## config.mk

```make
export PLATFORM = sky130hd
export DESIGN_NAME = dispatcher
export DESIGN_NICKNAME = d
export VERILOG_FILES = /design/src/rtl/dispatcher_pkg.sv /design/src/rtl/dispatcher.sv
export SDC_FILE = /design/constraint.sdc
export NUM_CORES = 1
export LEC_CHECK = 0
export CORE_AREA = 5 5 129 100
export DETAILED_ROUTE_END_ITERATION = 10
export DIE_AREA = 0 0 134 105
export GPL_ROUTABILITY_DRIVEN = 0
export PLACE_DENSITY = 0.57
export SLEW_MARGIN = 20
export SYNTH_ARGS = -nofsm -noshare
export SYNTH_HDL_FRONTEND = slang
export SYNTH_SLANG_ARGS = --single-unit
```

## constraint.sdc

```tcl
create_clock -name clk -period 3.1 [get_ports clk]
set_input_delay 0.465 -clock clk [delete_from_list [all_inputs] [get_ports clk]]
set_output_delay 0.465 -clock clk [all_outputs]
set_load 0.01 [all_outputs]
```

## src/rtl/dispatcher_pkg.sv

```systemverilog
// Shared miniGPU constants: default core/thread geometry and dispatcher state encodings.
package dispatcher_pkg;

    localparam int DEF_NUM_CORES         = 2;
    localparam int DEF_THREADS_PER_BLOCK = 4;

    localparam logic [1:0] S_IDLE     = 2'd0;
    localparam logic [1:0] S_DISPATCH = 2'd1;
    localparam logic [1:0] S_DONE     = 2'd2;

endpackage

```

## src/rtl/dispatcher.sv

```systemverilog
// Block dispatcher: splits a kernel launch into thread blocks and hands them
// one per cycle to the lowest-index idle core, then signals kernel completion.
module dispatcher
    import dispatcher_pkg::*;
#(
    parameter int NUM_CORES         = DEF_NUM_CORES,
    parameter int THREADS_PER_BLOCK = DEF_THREADS_PER_BLOCK
) (
    input  logic                     clk,
    input  logic                     reset,
    input  logic                     start,
    input  logic [7:0]               thread_count,
    input  logic [NUM_CORES-1:0]     core_done,
    output logic [NUM_CORES-1:0]     core_start,
    output logic [NUM_CORES-1:0]     core_reset,
    output logic [8*NUM_CORES-1:0]   core_block_id,
    output logic [5*NUM_CORES-1:0]   core_thread_count,
    output logic                     done
);

    localparam int TPB_LOG2 = $clog2(THREADS_PER_BLOCK);

    logic [1:0]           state;
    logic [7:0]           latched_count;
    logic [8:0]           total_blocks;
    logic [8:0]           dispatched;
    logic [8:0]           completed;
    logic                 launch;
    logic                 in_dispatch;
    logic [NUM_CORES-1:0] free_core;
    logic [NUM_CORES-1:0] finishing;
    logic [NUM_CORES-1:0] grant;
    logic [8:0]           finish_count;
    logic [8:0]           remaining;
    logic [4:0]           block_count;
    logic                 found;

    assign launch      = (state == S_IDLE) && start;
    assign in_dispatch = (state == S_DISPATCH);
    assign free_core   = ~core_start & ~core_reset;
    assign finishing   = core_done & core_start & {NUM_CORES{in_dispatch}};

    // Block ids are always below total_blocks, so the remainder never underflows.
    assign remaining   = {1'b0, latched_count} - (dispatched << TPB_LOG2);
    assign block_count = (remaining >= 9'(THREADS_PER_BLOCK)) ? 5'(THREADS_PER_BLOCK)
                                                               : remaining[4:0];

    always_comb begin
        grant = '0;
        found = 1'b0;
        if (in_dispatch && (dispatched < total_blocks)) begin
            for (int i = 0; i < NUM_CORES; i++) begin
                if (free_core[i] && !found) begin
                    grant[i] = 1'b1;
                    found    = 1'b1;
                end
            end
        end
    end

    always_comb begin
        finish_count = '0;
        for (int i = 0; i < NUM_CORES; i++) begin
            finish_count = finish_count + 9'(finishing[i]);
        end
    end

    always_ff @(posedge clk or negedge reset) begin
        if (!reset) begin
            state         <= S_IDLE;
            latched_count <= '0;
            total_blocks  <= '0;
            dispatched    <= '0;
            completed     <= '0;
            done          <= 1'b0;
        end else begin
            case (state)
                S_IDLE: begin
                    if (start) begin
                        latched_count <= thread_count;
                        total_blocks  <= ({1'b0, thread_count} + 9'(THREADS_PER_BLOCK - 1)) >> TPB_LOG2;
                        dispatched    <= '0;
                        completed     <= '0;
                        state         <= S_DISPATCH;
                    end
                end
                S_DISPATCH: begin
                    if (completed == total_blocks) begin
                        state <= S_DONE;
                    end else begin
                        if (|grant) dispatched <= dispatched + 9'd1;
                        completed <= completed + finish_count;
                    end
                end
                S_DONE: begin
                    // done is raised for at least one cycle, then waits for start to drop.
                    if (!done) begin
                        done <= 1'b1;
                    end else if (!start) begin
                        done  <= 1'b0;
                        state <= S_IDLE;
                    end
                end
                default: state <= S_IDLE;
            endcase
        end
    end

    for (genvar i = 0; i < NUM_CORES; i++) begin : g_core
        logic       run_q;
        logic       rst_q;
        logic [7:0] id_q;
        logic [4:0] cnt_q;

        always_ff @(posedge clk or negedge reset) begin
            if (!reset) begin
                run_q <= 1'b0;
                rst_q <= 1'b0;
                id_q  <= '0;
                cnt_q <= '0;
            end else begin
                rst_q <= launch | finishing[i];
                if (grant[i]) begin
                    run_q <= 1'b1;
                    id_q  <= dispatched[7:0];
                    cnt_q <= block_count;
                end else if (finishing[i]) begin
                    run_q <= 1'b0;
                end
            end
        end

        assign core_start[i]            = run_q;
        assign core_reset[i]            = rst_q;
        assign core_block_id[8*i +: 8]  = id_q;
        assign core_thread_count[5*i +: 5] = cnt_q;
    end

endmodule

```

# Word level (Yosys, flattened, before mapping)
# Cells that the tools add are included.
classes:
  n_addsub: 5
  reduce_logical: 13
  n_lt_le_gt_ge: 2
  muxes: 22
  n_bitwise: 7
  n_eq_ne: 9
op_table:
  columns: ["operator", "count"]
  rows:
  - ["9-bit 2-to-1 mux", 4]
  - ["9-bit case mux with 2 select lines", 2]
  - ["2-bit 2-to-1 mux", 5]
  - ["8-bit by 2-bit adder with 9-bit output (second input constant)", 1]
  - ["9-bit by 1-bit adder with 9-bit output (second input constant)", 1]
  - ["9-bit by 2-bit adder with 9-bit output", 1]
  - ["9-bit by 7-bit equality test with 1-bit output", 1]
  - ["9-bit by 3-bit >= comparator with 1-bit output (second input constant)", 1]
  - ["9-bit by 7-bit less-than comparator with 1-bit output", 1]
  - ["1-bit 2-to-1 mux", 9]
  - ["8-bit by 9-bit subtractor with 9-bit output", 1]
  - ["2-bit != test (second input constant)", 4]
  - ["4-bit AND reduction", 2]
  - ["2-bit AND", 3]
  - ["2-bit case mux with 3 select lines", 1]
  - ["2-bit nonzero test", 3]
  - ["5-bit 2-to-1 mux", 1]
  - ["2-bit by 1-bit != test with 1-bit output (second input constant)", 2]
  - ["2-bit NOT", 2]
  - ["1-bit logical AND", 3]
  - ["3-bit AND reduction", 1]
  - ["1-bit by 1-bit adder with 2-bit output", 1]
  - ["2-bit by 1-bit equality test with 1-bit output (second input constant)", 1]
  - ["2-bit equality test (second input constant)", 1]
  - ["other kinds (5)", 6]
word_totals:
  output_inout_bits: 31
  wordCells: 72
  reg_bits: 66

# Depth between registers and ports, before layout
# Gate-level depths: netlist of run 1.
logic_depth:
  word_depth: 12
  mapped_depth: 10
  depth_no_buf: 9

# Worst setup path before layout of run 1
# No wires, ideal clock.
synth_path:
  kind: "register to register"
  start: "register total_blocks[4]"
  end: "register g_core[0].id_q[5]"
  period_less_slack_ps: 2249
  path_slack_ps: 851
  path_stages_with_launch: 8
  required_time_ps: 2975
  arrival_ps: 2124
  n_path_buf: 1
  cell_sequence: "dfrtp_1 inv_1 ha_1 a21oi_1 o2111ai_4 a2111oi_4 buf_6 mux2_2"
synth_between:
  elab_chain_cells: 3
synth_rtl:
  columns: ["item", "line", "text"]
  rows:
  - ["start: declaration", "dispatcher.sv:25", "logic [8:0] total_blocks;"]
  - ["start signal: assignment", "dispatcher.sv:81", "total_blocks <= ({1'b0, thread_count} + 9'(THREADS_PER_BLOCK - 1)) >> TPB_LOG2;"]
  - ["9-bit by 7-bit less-than comparator with 1-bit output", "dispatcher.sv:51", "if (in_dispatch && (dispatched < total_blocks)) begin"]
  - ["1-bit logical AND", "dispatcher.sv:51", null]
  - ["2-bit 2-to-1 mux", "dispatcher.sv:51", null]
  - ["end signal: assignment", "dispatcher.sv:125", "id_q <= dispatched[7:0];"]
  - ["end: declaration", "dispatcher.sv:112", "logic [7:0] id_q;"]
# No other way between the ends.
# A chain may end at the register's enable or synchronous reset.

# Worst setup path in the final report of run 1
layout_path:
  start: "register dispatched[5]"
  end: "register g_core[1].cnt_q[2]"
layout_between:
  elab_chain_cells: 3
  elab_cells_between_ends: 6
  cone_classes: "add/sub: 1; order compare: 2; mux: 2; reduce/logical: 1"
layout_rtl:
  columns: ["item", "line", "text"]
  rows:
  - ["start: declaration", "dispatcher.sv:26", "logic [8:0] dispatched;"]
  - ["start signal: assignment", "dispatcher.sv:91", "if (|grant) dispatched <= dispatched + 9'd1;"]
  - ["8-bit by 9-bit subtractor with 9-bit output / 9-bit by 7-bit less-than comparator with 1-bit output (equally long branches)", "dispatcher.sv:44, dispatcher.sv:51", null]
  - ["9-bit by 3-bit >= comparator with 1-bit output / 1-bit logical AND (equally long branches)", "dispatcher.sv:45, dispatcher.sv:51", null]
  - ["5-bit 2-to-1 mux / 2-bit 2-to-1 mux (equally long branches)", "dispatcher.sv:45, dispatcher.sv:51", null]
  - ["end signal: assignment", "dispatcher.sv:126", "cnt_q <= block_count;"]
  - ["end: declaration", "dispatcher.sv:113", "logic [4:0] cnt_q;"]
# Several ways; a longest one is shown, not always the timed one.

==> reports/results.tsv, run 1 <==
metric	value	unit
post-synth cell types	52	
Worst Setup End Kind	flop	
CP arrival	2.74	ns
status	complete, no violations	
setup TNS	0	ns
CTS Sinks	66	
First-pass DRT Iterations	4	
Final Hold Viols	0	
Critical R2R Capture	g_core[1].cnt_q[2]	
layout cells sized above 1	0.1216	
clk root buf	clkbuf_16	
fin cells	514	
Critical Path Max Stage Delay	0.56	ns
Worst R2R Setup Slack	0.58	ns
Die Width	134	microns
Antenna Diode Count	0	
HP Class	input port to asynchronous set/reset pin	
cells along the critical path	inv_1, ha_1, or4_1, a221oi_1, nand4_1, o21a_1	
top_reg_cell synth	dfrtp_1	
Yosys reg bits	66	
# IOs	44	
Max VDD drop	336.1	uV
Skew-Pair Late Insertion Delay	0.33	ns
initial antenna violation count	0	
syn nets	349	
Synth top cells by count	dfrtp_1, nand2_1, inv_1	
dpl hpwl	5710	microns
total track usage	0.1157	
FF-to-FF Start	dispatched[5]	
Reg2Reg Depth	6	
area of the core	11440	sq um
top post-synthesis cells by area	dfrtp_1, ha_1, mux2_2	
vias in the first global route	2489	
CTS resizes	0	
CP Max Fanout	6	
Final period util	0.8127	
Cells after Synth	320	
register area share after synthesis	0.4924	
die area	14070	sq um
Rows	34	
clk_skew	0.004715	ns
Post-Syn Area per Cell	10.48	sq um
total power per unit cell area	996.7	nW/um^2
# hold bufs at CTS	0	
vias per cell	4.829	
achievable frequency	0.3969	GHz
EDFF count, synth	0	
CP bufs+invs	1	
CP max-delay cell	a221oi_1	
Crit Path Category	flop to flop	
Remaining Overflow, GRT	0	
Post-synth ARST share	1.000	
cell count after placement	499	
most common cell in the netlist	dfrtp_1	
Yosys top cell area share	0.4924	
max_slew headroom	0.2677	
Worst-Margin Slew	1.098	ns
IO Port Bufs	43	
postcts setup bufs	0	
Worst setup SP type	flop	
fin nets	395	
Inserted Clock Buffers	9	
leakage	0.001904	uW
Yosys Warn Count	0	
Max Slew Vio Count	0	
largest net degree at the start of global routing	35	
Synth Cell Area	3354	sq um
TritonCTS clock tree	done	
initial DRC count	96	
CTS H-tree lvls	3	
unrepaired setup endpoints after global routing	false	
first-pass GRT wire length	12960	microns
Synth area leader	dfrtp_1	
drt drc	0	
final WL	7641	microns
Initial Util	0.2931	
required time of the worst setup path	3.32	ns
die height	105	microns
family with the most delay on the worst path	simple AND/OR/NAND/NOR gates	
area delta synth->final	25.96	%
via count	2482	
min Tclk post-route	2.519	ns
maximum root-to-sink buffer count	2	
WL per Instance	14.87	microns
Worst-path clk slew	0.05	ns
DRT antenna net count	0	
maxcap violations	0	
Final setup viols	0	
## worst max-delay path by stage
stage	from	endpoint	depth (start not counted)
finish	dispatched[5]	g_core[1].cnt_q[2]	6
global route	dispatched[5]	g_core[1].cnt_q[1]	6
CTS	dispatched[5]	g_core[1].cnt_q[2]	6
detailed placement	dispatched[5]	g_core[1].cnt_q[2]	6
global placement	dispatched[5]	g_core[1].cnt_q[2]	6
floorplan	total_blocks[4]	g_core[0].id_q[5]	7
## per-layer routing
| layer | vias to the layer above | routed length [microns] | track usage |
|---|---|---|---|
| met3 | 8 | 539 | 0.04947 |
| met5 | - | 0 | 0 |
| li1 | 1200 | - | - |
| met2 | 67 | 3018 | 0.1554 |
| met1 | 1207 | 4010 | 0.1696 |
| met4 | 0 | 72 | 0.02790 |
## through the flow
stage	setup WS, ns	util	power (uW)	hold WS [ns]	area [sq um]
floorplan	0.8513	-	2628	0.1694	3354
global placement	0.6216	0.3442	3201	0.4796	3939
detailed placement	0.6235	0.3442	3247	0.4800	3939
CTS	0.5988	0.3692	4262	0.2308	4225
global route	0.4808	0.3692	4528	0.2758	4225
finish	0.5807	0.3692	4211	0.2093	4225
## cells in the final DEF (no fill, tap or decap), types with 8 or more instances in the layout
cell | Yosys | routed
nand2_1 | 43 | 43
nor2_1 | 11 | 11
clkdlybuf4s50_1 | 0 | 42
xnor2_1 | 8 | 8
xor2_1 | 8 | 8
inv_1 | 27 | 27
dfrtp_1 | 66 | 66
ha_1 | 14 | 14
clkbuf_16 | 0 | 9
o21ai_0 | 20 | 20
nand3_1 | 8 | 8
nor2b_1 | 9 | 9
mux2_2 | 15 | 15
## where the power goes
| group | internal [uW] | leakage (uW) | switching (uW) |
|---|---|---|---|
| Clock | 637 | 0.000142 | 345 |
| Sequential | 1140 | 0.000830 | 258 |
| Combinational | 831 | 0.000931 | 996 |
| Total | 2610 | 0.00190 | 1600 |
## flip-flops by register name, indices dropped and copies added (netlist names)
name and flops:
g_core.rst_q 2, g_core.cnt_q 10, latched_count 8, total_blocks 7, done 1, g_core.id_q 16
dispatched 9, completed 9, state 2, g_core.run_q 2
## kinds of logic (layout without fill, tap and decap cells)
group,Yosys count,count (layout),synth area share
xor+xnor,16,16,0.04178
compound gates,61,61,0.1358
fa+ha+maj,16,16,0.06416
flops,66,66,0.4924
buf+inv,41,91,0.05520
simple gates,103,103,0.1544
mux,17,17,0.05632
## layout make-up
cell class / instances / area, sq um
Inverter: 27 / 101.3
Timing Repair Buffer: 49 / 483.0
Multi-Input combinational cell: 213 / 1523
Clock inverter: 3 / 40.04
Sequential cell: 66 / 1652
Tap cell: 144 / 180.2
Fill cell: 1122 / 7218
Clock buffer: 12 / 246.5
Note: power is estimated with default switching activity, not from simulation.
==> inputs of run 2 (changes only) <==
==> constraint.sdc (replaced) <==
create_clock -name clk -period 2.6 [get_ports clk]
set_input_delay 0.39 -clock clk [delete_from_list [all_inputs] [get_ports clk]]
set_output_delay 0.39 -clock clk [all_outputs]
set_load 0.01 [all_outputs]
==> run 2 against run 1 <==
Die area stayed put; first-iteration DRC count is 89% higher; critical path type unchanged; combinational power is 23% higher; via count is 1.1% higher; sequential power is 19% higher; worst setup slack worse by 0.36 ns; critical endpoint is now dispatched[0]; sequential cell count stayed put; utilization is 0.52 points higher; global-route usage is 0.83 points higher.
==> reports/results.tsv, run 2 (same netlist as run 1, synthesis figures left out) <==
metric	value	unit	change
clk_skew	0.003864	ns	-0.0008512 ns
sw frac	0.3835		+0.003739
Worst setup SP type	flop		
First-pass DRT Iterations	4		unchanged
total track usage	0.1239		+0.008269
Final Hold Viols	0		unchanged
leakage	0.001943	uW	+2.0%
first-pass GRT wire length	13870	microns	+7.0%
Worst R2R Setup Slack	0.22	ns	-0.36 ns
NetSw	1947	uW	+22%
dpl hpwl	5914	microns	+3.6%
achievable frequency	0.4205	GHz	+5.9%
die area	14070	sq um	unchanged
Die Width	134	microns	unchanged
logic gate share of total power	0.446		+0.012
vias per cell	4.799		-0.61%
Reg area	1652	sq um	unchanged
postcts setup bufs	0		unchanged
FF-to-FF Start	completed[6]		
initial antenna violation count	0		unchanged
Pint	3131	uW	+20%
min Tclk post-route	2.378	ns	-0.1410 ns
maxcap violations	0		unchanged
setup TNS	0	ns	unchanged
Worst-Margin Slew	0.9853	ns	-0.1132 ns
final WL	7902	microns	+3.4%
Initial Util	0.2931		unchanged
multi-input logic area	1523	sq um	unchanged
die height	105	microns	unchanged
Min Hold Slack	0.4885	ns	+0.2792 ns
required time of the worst setup path	2.81	ns	-0.51 ns
drt drc	0		unchanged
Min-Delay Path Depth	1		
Largest register FFs	16		unchanged
Skew-Pair Late Insertion Delay	0.33	ns	about the same
Worst-path clk slew	0.05	ns	about the same
TritonCTS clock tree	done		
Antenna Diode Count	0		unchanged
IO Port Bufs	43		unchanged
maximum root-to-sink buffer count	2		unchanged
# IOs	44		unchanged
via count	2510		+1.1%
clk root buf	clkbuf_16		
Inserted Clock Buffers	9		unchanged
status	complete, no violations		
CTS resizes	0		unchanged
Top Registers	g_core.id_q: 16 flops, g_core.cnt_q: 10 flops		
HP Class	flop to flop		
total power per unit cell area	1185	nW/um^2	+19%
Reg2Reg Depth	5		-1
Rows	34		unchanged
area of the core	11440	sq um	unchanged
layout cells sized above 1	0.1398		+0.01822
Remaining Overflow, GRT	0		unchanged
max_slew headroom	0.3432		+0.07548
CP Max Fanout	13		+7
vias in the first global route	2611		+4.9%
Fillers	1115		-0.62%
Worst Setup End Kind	flop		
Min-Delay Endpoint	dispatched[8]		
Max Slew Vio Count	0		unchanged
Power, Total	5078	uW	+21%
largest net degree at the start of global routing	32		-8.6%
Final setup viols	0		unchanged
Crit Path Category	flop to flop		
area delta synth->final	27.75	%	
fin nets	403		+2.0%
CTS Sinks	66		unchanged
commonest non-fill, non-tap cell in the layout	dfrtp_1		
initial DRC count	181		+89%
Max VDD drop	434.2	uV	+29%
hold path startpoint	dispatched[8]		
Flop pwr share	0.329		-0.004
most frequent cells in the layout	dfrtp_1, nand2_1, clkdlybuf4s50_1		
DRT antenna net count	0		unchanged
# hold bufs at CTS	1		+1
Final period util	0.9147		+0.1021
CP arrival	2.59	ns	-0.15 ns
clock power share	0.225		-0.008
Critical R2R Capture	dispatched[0]		
unrepaired setup endpoints after global routing	false		
Core Util, Final	0.3745		+0.005249
CTS H-tree lvls	3		unchanged
largest reg by FF count	g_core.id_q		
WL per Instance	15.11	microns	+1.6%
[run 2: power groups by stage]
stage          Clock [uW]  Sequential [uW]  Combinational, uW
2_1_floorplan           0             1660               1480
3_3_place_gp            0             1680               2210
3_5_place_dp            0             1690               2270
4_1_cts              1180             1680               2290
5_1_grt              1240             1730               2580
6_report             1140             1670               2260
[run 2: worst max-delay path, cell delays in order (launching register included)]
cell	delay [ns]
dfrtp_1	0.42
xnor2_1	0.15
and4_1	0.26
a21oi_1	0.80
o22ai_1	0.27
mux2_2	0.34
[run 2: final cells by class]
type,count,share of cell area
multi-input cells,213,0.3553
clock inverters,2,0.002336
clock buffers,14,0.06394
well taps,144,0.04204
inverters,27,0.02365
flip-flops and latches,66,0.3854
repair buffers,57,0.1273
[run 2: worst max-delay path by stage]
stage	depth (start not counted)	to	slack (ns)	start
after detailed placement	7	g_core[0].cnt_q[2]	0.28	dispatched[5]
after global routing	5	dispatched[0]	0.06	completed[6]
after floorplan	7	g_core[0].id_q[5]	0.35	total_blocks[4]
final	5	dispatched[0]	0.22	completed[6]
after CTS	5	dispatched[0]	0.23	completed[6]
after global placement	5	dispatched[0]	0.24	completed[6]
[run 2: through the flow]
stage,setup slack (ns),cell area (sq um),std cells
after detailed placement,0.2839,3991,506
after global routing,0.05858,4285,523
after global placement,0.2450,3991,506
after floorplan,0.3513,3354,320
after CTS,0.2298,4285,523
final,0.2217,4285,523
[run 2: layer usage]
layer  share of wire  wire length [microns]  vias to the layer above  GRT usage
met4           0.011                     86                        0    0.02643
li1                -                      -                     1217          -
met5               0                      0                        -          0
met2            0.41                   3246                       66     0.1712
met3           0.071                    563                       12    0.05668
met1            0.51                   4005                     1215     0.1770
